<file path="src/rtl/bsg_nasti_sr_burst_gen.sv">
// ---------------------------------------------------------------------------
// bsg_nasti_sr_burst_gen
//
// Purpose:
//   Turns one NASTI-style INCR read-burst request into a sequence of single
//   beat memory reads. Each returned beat is packed as {last, id, data} and
//   handed toward a serializing tunnel with valid/yumi handshaking. Only one
//   memory read is ever outstanding; a beat must be consumed before the next
//   address is issued.
//
// Ports:
//   clk_i, reset_i          single clock, synchronous active-high reset
//   ar_valid_i/ar_ready_o   burst request handshake (id, byte addr, len-1)
//   ar_id_i, ar_addr_i, ar_len_i
//   mem_v_o/mem_ready_i     per-beat memory read command, address mem_addr_o
//   mem_data_v_i, mem_data_i  memory read return, no backpressure
//   resp_valid_o/resp_yumi_i  response packet handshake, resp_data_o
//   burst_cnt_o             (optional) count of completed bursts
//
// Configuration:
//   Define BSG_NASTI_SR_BURST_CNT_EN to add the 32-bit burst_cnt_o output,
//   which counts last-beat consumptions and wraps at 2^32.
// ---------------------------------------------------------------------------
module bsg_nasti_sr_burst_gen #(
    parameter int data_width_p = 64,
    parameter int id_width_p   = 5,
    parameter int addr_width_p = 32,
    parameter int len_width_p  = 8
) (
    input  logic                                 clk_i,
    input  logic                                 reset_i,

    input  logic                                 ar_valid_i,
    input  logic [id_width_p-1:0]                ar_id_i,
    input  logic [addr_width_p-1:0]              ar_addr_i,
    input  logic [len_width_p-1:0]               ar_len_i,
    output logic                                 ar_ready_o,

    output logic                                 mem_v_o,
    output logic [addr_width_p-1:0]              mem_addr_o,
    input  logic                                 mem_ready_i,

    input  logic                                 mem_data_v_i,
    input  logic [data_width_p-1:0]              mem_data_i,

`ifdef BSG_NASTI_SR_BURST_CNT_EN
    output logic [31:0]                          burst_cnt_o,
`endif

    output logic                                 resp_valid_o,
    output logic [id_width_p+data_width_p:0]     resp_data_o,
    input  logic                                 resp_yumi_i
);

    localparam int pkt_width_lp = 1 + id_width_p + data_width_p;
    localparam logic [addr_width_p-1:0] beat_bytes_lp = addr_width_p'(data_width_p / 8);

    typedef enum logic [1:0] {
        IDLE  = 2'd0,
        ISSUE = 2'd1,
        WAIT  = 2'd2,
        SEND  = 2'd3
    } state_e;

    state_e                    r_state;
    logic [id_width_p-1:0]     r_id;
    logic [addr_width_p-1:0]   r_addr;
    logic [len_width_p-1:0]    r_len;
    logic [len_width_p-1:0]    r_beat;
    logic                      r_ar_ready;
    logic                      r_mem_v;
    logic                      r_resp_valid;
    logic [pkt_width_lp-1:0]   r_resp_data;

    // The held packet's MSB is the last flag computed at capture time.
    logic                      w_last;
    assign w_last = r_resp_data[pkt_width_lp-1];

    // Burst sequencing FSM; all handshake outputs are registered alongside the state.
    always_ff @(posedge clk_i) begin
        if (reset_i) begin
            r_state      <= IDLE;
            r_id         <= '0;
            r_addr       <= '0;
            r_len        <= '0;
            r_beat       <= '0;
            r_ar_ready   <= 1'b1;
            r_mem_v      <= 1'b0;
            r_resp_valid <= 1'b0;
            r_resp_data  <= '0;
        end else begin
            case (r_state)
                IDLE: begin
                    if (ar_valid_i) begin
                        r_id       <= ar_id_i;
                        r_addr     <= ar_addr_i;
                        r_len      <= ar_len_i;
                        r_beat     <= '0;
                        r_ar_ready <= 1'b0;
                        r_mem_v    <= 1'b1;
                        r_state    <= ISSUE;
                    end else begin
                        r_state <= IDLE;
                    end
                end
                ISSUE: begin
                    if (mem_ready_i) begin
                        r_mem_v <= 1'b0;
                        r_state <= WAIT;
                    end else begin
                        r_state <= ISSUE;
                    end
                end
                WAIT: begin
                    // Only a return in WAIT is accepted; strays elsewhere are dropped.
                    if (mem_data_v_i) begin
                        r_resp_data  <= {(r_beat == r_len), r_id, mem_data_i};
                        r_resp_valid <= 1'b1;
                        r_state      <= SEND;
                    end else begin
                        r_state <= WAIT;
                    end
                end
                SEND: begin
                    if (resp_yumi_i) begin
                        r_resp_valid <= 1'b0;
                        if (w_last) begin
                            r_ar_ready <= 1'b1;
                            r_state    <= IDLE;
                        end else begin
                            // INCR burst: address wraps silently at the top of the space.
                            r_beat  <= r_beat + len_width_p'(1);
                            r_addr  <= r_addr + beat_bytes_lp;
                            r_mem_v <= 1'b1;
                            r_state <= ISSUE;
                        end
                    end else begin
                        r_state <= SEND;
                    end
                end
                default: begin
                    r_state      <= IDLE;
                    r_ar_ready   <= 1'b1;
                    r_mem_v      <= 1'b0;
                    r_resp_valid <= 1'b0;
                end
            endcase
        end
    end

`ifdef BSG_NASTI_SR_BURST_CNT_EN
    logic [31:0] r_burst_cnt;

    // Counts bursts whose last beat has been consumed downstream.
    always_ff @(posedge clk_i) begin
        if (reset_i) begin
            r_burst_cnt <= 32'd0;
        end else if ((r_state == SEND) && resp_yumi_i && w_last) begin
            r_burst_cnt <= r_burst_cnt + 32'd1;
        end else begin
            r_burst_cnt <= r_burst_cnt;
        end
    end

    assign burst_cnt_o = r_burst_cnt;
`endif

    assign ar_ready_o   = r_ar_ready;
    assign mem_v_o      = r_mem_v;
    assign mem_addr_o   = r_addr;
    assign resp_valid_o = r_resp_valid;
    assign resp_data_o  = r_resp_data;

endmodule
</file>
<file path="config.mk">
export PLATFORM = sky130hd
export DESIGN_NAME = bsg_nasti_sr_burst_gen
export DESIGN_NICKNAME = d
export VERILOG_FILES = /design/src/rtl/bsg_nasti_sr_burst_gen.sv
export SDC_FILE = /design/constraint.sdc
export NUM_CORES = 1
export LEC_CHECK = 0
export ABC_CLOCK_PERIOD_IN_PS = 4460
export CORE_ASPECT_RATIO = 1.25
export CORE_MARGIN = 1
export CORE_UTILIZATION = 45
export DETAILED_ROUTE_END_ITERATION = 12
export GPL_TIMING_DRIVEN = 0
export PLACE_DENSITY = 0.83
export SKIP_CTS_REPAIR_TIMING = 1
export SLEW_MARGIN = 25
export SYNTH_ARGS = -nofsm -noshare
export SYNTH_HDL_FRONTEND = slang
export SYNTH_SLANG_ARGS = --single-unit
</file>
<file path="constraint.sdc">
create_clock -name clk_i -period 4.46 [get_ports clk_i]
set_input_delay 1.115 -clock clk_i [delete_from_list [all_inputs] [get_ports clk_i]]
set_output_delay 1.115 -clock clk_i [all_outputs]
set_load 0.05 [all_outputs]
</file>
; ---- Yosys cells after proc, flatten, opt, wreduce, memory -nomap -nowiden
; Index checks and enable logic that the tools add are counted.
[op_classes]
addsub = 2
eq_ne = 10
muxes = 26
reduce_logical = 10
[ops]
columns = op, n
row1 = $mux 32, 3
row2 = $pmux 32 s2, 1
row3 = $add 32x4->32 const B, 1
row4 = $mux 8, 3
row5 = $pmux 8 s2, 1
row6 = $mux 1, 12
row7 = $ne 2x2->1 const B, 6
row8 = $add 8x1->8 const B, 1
row9 = $eq 8x8->1, 1
row10 = $pmux 2 s4, 1
row11 = $reduce_and 4->1, 2
row12 = $reduce_and 5->1, 1
row13 = $eq 2x2->1 const B, 2
row14 = $mux 2, 2
row15 = $pmux 1 s2, 2
row16 = $reduce_and 2->1, 2
row17 = $reduce_bool 2->1, 2
row18 = $pmux 1 s3, 1
row19 = $reduce_and 3->1, 1
row20 = $reduce_bool 3->1, 1
row21 = $eq 2x1->1 const B, 1
row22 = $logic_not 2->1, 1
[word_totals]
ff_bits = 128
output_inout_bits = 105
wordCells = 57

; ---- Depth between registers and ports, before layout
; Gate-level depths: netlist of the first run.
[depth]
ltp_word = 4
depth_mapped = 8

; ---- Worst setup path after synthesis of the first run
; No wires, ideal clock.
[synth_path]
path_kind = input -> register
startpoint = input resp_yumi_i
endpoint = register r_addr[15], in the netlist mem_addr_o[15]
setup_time_ns = 0.070
arrival_time_ns = 2.435
required_ns = 4.390
path_slack_ns = 1.955
stages = 8
n_path_buf = 4
cell_sequence = clkbuf_2 > and4b_1 > clkbuf_1 > nor2_1 > clkbuf_1 > buf_2 > o21ai_0 > a21oi_1
[synth_between]
elab_chain_len = 2
[synth_lines]
columns = element, line
row1 = from (decl), 52  ; input logic resp_yumi_i
row2 = $ne 2x2->1 (no line), -
row3 = $reduce_and 4->1 (no line), -
row4 = to (signal assigned), 96  ; r_addr <= ar_addr_i;
row5 = to (signal assigned), 133  ; r_addr <= r_addr + beat_bytes_lp;
row6 = to (decl), 67  ; logic [addr_width_p-1:0] r_addr;
; No other way between the ends.
; A chain may end at the register's enable or synchronous reset.

; ---- Final worst setup path of the first run
[layout_path]
startpoint = input ar_valid_i
endpoint = register r_addr[3], in the netlist mem_addr_o[3]
[layout_between]
elab_chain_len = 2
[layout_lines]
columns = element, line
row1 = from (decl), 33  ; input logic ar_valid_i,
row2 = $ne 2x2->1 (no line), -
row3 = $reduce_and 4->1 (no line), -
; No other way between the ends.

==> metrics.yaml, run 1 <==
tns_ns: 0
ant_nets: 0
synth-seq-cells: 128
place_congestion: 0.8627
first_pass_iters: 5
netlist_instances: 710
die-area_mm2: 0.01260
core_mm2: 0.01173
path_class: "input pin to flip-flop"
hold_ws_ns: 0.4509
avgSynthCellArea_um2: 7.705
antenna_cells: 0
worstPathArrival_ns: 3.31
antenna_found_initial: 0
required_ns: 4.73
syn_nets: 827
fin_nets: 1063
hold_path.class: "flip-flop to flip-flop"
ys_dominant_reg_cell: "dfxtp_1"
cts.clk_slew.worst_paths_ns: 0.06
die_y_um: 125.3
drtIter0Drc: 446
power_density_mw_per_mm2: 403.7
pin_count: 220
drc: 0
drv_slew: 0
cp-end-kind: "flip-flop"
worstPathMaxFanout: 10
setup_ws_ns: 1.424
grt_pass1_vias: 5926
track_usage: 0.3085
netlist_area_mm2: 0.005470
yosysUniqueCellTypes: 53
cts_sinks: 128
max_freq_mhz: 329.3
vias_per_cell: 5.544
cts_buffer_depth: 2
slew_headroom: 0.5136
final_cell_mix: "clkdlybuf4s50_1, nand2_1, dfxtp_1, a21oi_1, clkbuf_1"
startpoint_type: "input pin"
min_period_over_period: 0.6808
drive_gt1_frac: 0.05422
yosys_warnings: 0
root_buffer: "clkbuf_16"
worst_clock_skew_ns: 0.005730
p_leak_nw: 3.031
dp_slack_ns: 1.087
grt_max_degree: 17
num_vias: 6209
ys_async_sr_fraction: 0
cts_tree: "yes"
post-dp-hpwl_um: 13510
grt_pass1_wl_um: 29880
die_w_um: 100.6
grt.overflow.total: 0
outcome: "completed"
ir_worst_vdd_mv: 0.2924
ys_seq_area_frac: 0.4684
port_buffers: 217
rsz0062_at_grt: "false"
synth_edf_count: 0
placementRows: 44
mostFrequentLayoutCell: "clkdlybuf4s50_1"
clk_latency_ns: 0.42
maxCapViolCount: 0
fillCellCount: 923
finalHoldViolCount: 0
cts_buffers: 17
finalSetupViolCount: 0
area_growth_pct: 56.36
wire_per_inst_um: 17.18
tightest_slew_ns: 0.7230
min_period_ns: 3.036
drt-total-wl_um: 19240
start_util: 0.4665
htreeDepth: 4
## cell type report
type	instances	area (µm²)	share of cell area
Sequential cell	128	2562	0.2996
Timing Repair Buffer	217	2172	0.2539
Multi-Input combinational cell	525	2643	0.3090
Buffer	51	242.7	0.02838
Inverter	6	22.52	0.002633
Clock buffer	20	456.7	0.05339
Clock inverter	12	252.7	0.02955
Tap cell	161	201.4	0.02355
## flip-flops by register name (all words and copies together), names as in the netlist, 2 cells and up
name / count
r_beat: 8
mem_addr_o: 32
r_state: 2
r_len: 8
r_id: 5
resp_data_o: 70
## worst paths after layout
kind              slack [ns]              end             from  cells past startpoint
setup / recovery        1.42    mem_addr_o[3]       ar_valid_i                      7
hold / removal          0.45  resp_data_o[54]  resp_data_o[54]                      2
setup reg to reg        2.14   mem_addr_o[25]    mem_addr_o[3]                      6
hold reg to reg         0.45  resp_data_o[54]  resp_data_o[54]                      2
## cells by family (layout without fill, tap and decap cells)
kind of cell,count (synthesis),count (layout),share of synthesized area
adders and majority gates,2,2,0.004574
and+or+nand+nor,334,334,0.2738
buffers and inverters,57,306,0.04849
xor gates and xnor gates,14,14,0.02242
AOI/OAI and AO/OA,173,173,0.1784
DFF,128,128,0.4684
muxes,2,2,0.003888
## synthesized netlist by cell type (all sizes together), types with 5 or more instances
cell	number	area, µm²
nand3	31	160.1
and3	11	71.31
buf	5	37.53
dfxtp	128	2562
a21oi	110	550.5
xor2	13	113.9
a211oi	5	37.54
nor3	14	70.07
nand2	211	794.5
a31oi	7	43.79
o21ai	24	120.1
nor2	28	105.1
inv	6	22.52
clkbuf	46	205.2
nand4	11	75.07
## power breakdown
| part | leakage [nW] | total (mW) | internal (mW) | switching, mW |
|---|---|---|---|---|
| clock network | 0.341 | 1.67 | 1.14 | 0.529 |
| registers | 1.04 | 1.25 | 1.20 | 0.0544 |
| logic | 1.65 | 0.534 | 0.220 | 0.314 |
| total | 3.03 | 3.45 | 2.56 | 0.897 |
## per-stage QoR
step                cell area [µm²]  power [mW]  cells  utilization
global placement               7844       1.792   1088       0.6689
floorplan                      5470       1.556    710            -
detailed placement             7844       1.798   1088       0.6689
global route                   8553       3.547   1120       0.7294
CTS                            8553       3.449   1120       0.7294
finish                         8553       3.453   1120       0.7294
## critical path, cell delays in order
cell,delay (ns)
clkdlybuf4s50_1,0.51
nor3b_1,0.55
nor2_1,0.16
clkbuf_1,0.32
buf_2,0.30
a211oi_1,0.27
nor2_1,0.07
## metal layers
layer	routed length, µm	vias up	track usage
met5	0	-	0
met4	1023	0	0.1867
met3	1882	83	0.09503
met2	9243	368	0.4964
met1	7095	2830	0.3559
li1	-	2928	-
No activity file was read; power rests on OpenSTA's default activity.
==> run 2: changes to the inputs <==
--- a/config.mk
+++ b/config.mk
@@ -5,13 +5,13 @@
 export SDC_FILE = /design/constraint.sdc
 export NUM_CORES = 1
 export LEC_CHECK = 0
-export ABC_CLOCK_PERIOD_IN_PS = 4460
+export ABC_CLOCK_PERIOD_IN_PS = 2500
 export CORE_ASPECT_RATIO = 1.25
 export CORE_MARGIN = 1
-export CORE_UTILIZATION = 45
+export CORE_UTILIZATION = 39
 export DETAILED_ROUTE_END_ITERATION = 12
 export GPL_TIMING_DRIVEN = 0
-export PLACE_DENSITY = 0.83
+export PLACE_DENSITY = 0.76
 export SKIP_CTS_REPAIR_TIMING = 1
 export SLEW_MARGIN = 25
 export SYNTH_ARGS = -nofsm -noshare
==> constraint.sdc (replaced) <==
create_clock -name clk_i -period 2.5 [get_ports clk_i]
set_input_delay 0.625 -clock clk_i [delete_from_list [all_inputs] [get_ports clk_i]]
set_output_delay 0.625 -clock clk_i [all_outputs]
set_load 0.05 [all_outputs]
==> run 2 against run 1 <==
Net effect:
- sequential share of layout area grew 0.43 points
- cell count increased by 1.3%
- critical path depth fell by 6
- cell area decreased by 1.4%
- worst hold slack worse by 0.0015 ns
- core utilization decreased by 12 points
- global-route usage down 4.7 points
- clock power increased by 40%
- die area is 15% higher
- non-clock buffer count stayed put
- register-to-register slack lost 2.0 ns
- largest power group unchanged
- highest routed layer unchanged
==> metrics.yaml, run 2 (synthesis results as in run 1) <==
route.met3.wl_um: 1670
drv_slew: 0
slew_headroom: 0.5128
required_ns: 1.88
min_period_ns: 2.401
startpoint_type: "flip-flop"
critPathTopFamily: "buffers and inverters"
grt_pass1_wl_um: 28810
drtIter0Drc: 382
grt.overflow.total: 0
critPathMaxStageDelay_ns: 0.87
cts_tree: "yes"
finalHoldViolCount: 0
finalSetupViolCount: 0
hold_start: "r_id[1]"
utilization: 0.6131
pin_count: 220
placementRows: 48
drc: 0
rr_endpoint: "mem_addr_o[25]"
worstPathArrival_ns: 1.78
port_buffers: 217
antenna_cells: 0
ant_nets: 0
wire_per_inst_um: 16.34
core_mm2: 0.01375
antenna_found_initial: 0
drt-met1-wl_um: 7335
cts_sinks: 128
crit_chain: "clkdlybuf4s50_1"
first_pass_iters: 5
track_usage: 0.2610
die-area_mm2: 0.01451
root_buffer: "clkbuf_16"
die_y_um: 134.4
dp_slack_ns: -0.3693
mostFrequentLayoutCell: "clkdlybuf4s50_1"
hold_depth: 2
route.met2.wl_um: 8901
post-dp-hpwl_um: 13470
grt_pass1_vias: 5615
highest_layer: "met4"
drive_gt1_frac: 0.05318
placed_cells_incl_taps: 1102
rr_startpoint: "mem_addr_o[3]"
rsz0062_at_grt: "false"
worst_path_max_delay_cell: "clkdlybuf4s50_1"
power_density_mw_per_mm2: 652.7
cts_buffer_depth: 2
maxCapViolCount: 0
place_congestion: 0.8722
setup_ws_ns: 0.09929
min_to: "resp_data_o[65]"
hold_path.class: "flip-flop to flip-flop"
p_leak_nw: 2.970
num_vias: 5991
clk_latency_ns: 0.42
final_cells: 1134
cts.clk_slew.worst_paths_ns: 0.06
path_class: "flip-flop to output pin"
rrSetupSlack_ns: 0.18
outcome: "completed"
die_w_um: 107.9
vias_per_cell: 5.283
grt_max_degree: 17
fin_nets: 1063
tightest_slew_ns: 0.7308
final_cell_mix: "clkdlybuf4s50_1, nand2_1, dfxtp_1, a21oi_1, clkbuf_1"
largest_reg_flops: 70
ir_worst_vdd_mv: 0.4484
start_util: 0.3977
worst_clock_skew_ns: 0.007842
max_freq_mhz: 416.5
drt-total-wl_um: 18530
final_area_mm2: 0.008432
htreeDepth: 4
min_period_over_period: 0.9603
cts_buffers: 17
worstPathMaxFanout: 8
place_area_mm2: 0.007861
reg2reg_depth: 6
area_growth_pct: 54.14
path_buf_inv: 1
cp-end-kind: "output pin"
run 2: routing by layer:
| metal | track usage | vias to the layer above |
|---|---|---|
| met3 | 0.08260 | 46 |
| li1 | - | 2930 |
| met5 | 0 | - |
| met2 | 0.4217 | 289 |
| met1 | 0.3129 | 2726 |
| met4 | 0.1225 | 0 |
run 2: how the worst max path moves through the flow:
stage | startpoint | to | slack, ns | cells past startpoint
2_1_floorplan | mem_addr_o[3] | mem_addr_o[25] | 0.1 | 6
3_3_place_gp | ar_valid_i | mem_addr_o[10] | -0.38 | 8
3_5_place_dp | ar_valid_i | mem_addr_o[3] | -0.37 | 7
4_1_cts | ar_valid_i | mem_addr_o[3] | 0.06 | 7
5_1_grt | ar_valid_i | mem_addr_o[11] | 0.04 | 8
6_report | mem_addr_o[13] | mem_addr_o[13] | 0.1 | 1
run 2: through the flow:
step	power [mW]	hold slack (ns)	setup TNS, ns
after CTS	5.538	0.4533	0
after global routing	5.712	0.4673	0
after floorplan	2.776	0.4322	0
after global placement	3.207	0.4374	-10.45
final	5.503	0.4494	0
after detailed placement	3.214	0.4437	-10.60
run 2: worst min-delay path: stages, from the launching register on:
cell and delay, ns:
dfxtp_1 0.31, nand2_1 0.05, a21oi_1 0.05
run 2: cell type report:
cell class / count / area, µm²
Fill cell: 1222 / 5321
Multi-Input combinational cell: 525 / 2656
Sequential cell: 128 / 2562
Timing Repair Buffer: 217 / 2172
Clock buffer: 26 / 499.2
Buffer: 51 / 245.2
Tap cell: 175 / 219.0
Clock inverter: 6 / 55.05
Inverter: 6 / 22.52
run 2: power breakdown:
| group | total, mW | internal, mW | switching, mW |
|---|---|---|---|
| Clock | 2.33 | 1.46 | 0.862 |
| Combinational | 0.947 | 0.394 | 0.553 |
| Sequential | 2.23 | 2.13 | 0.0967 |
| Total | 5.50 | 3.99 | 1.51 |
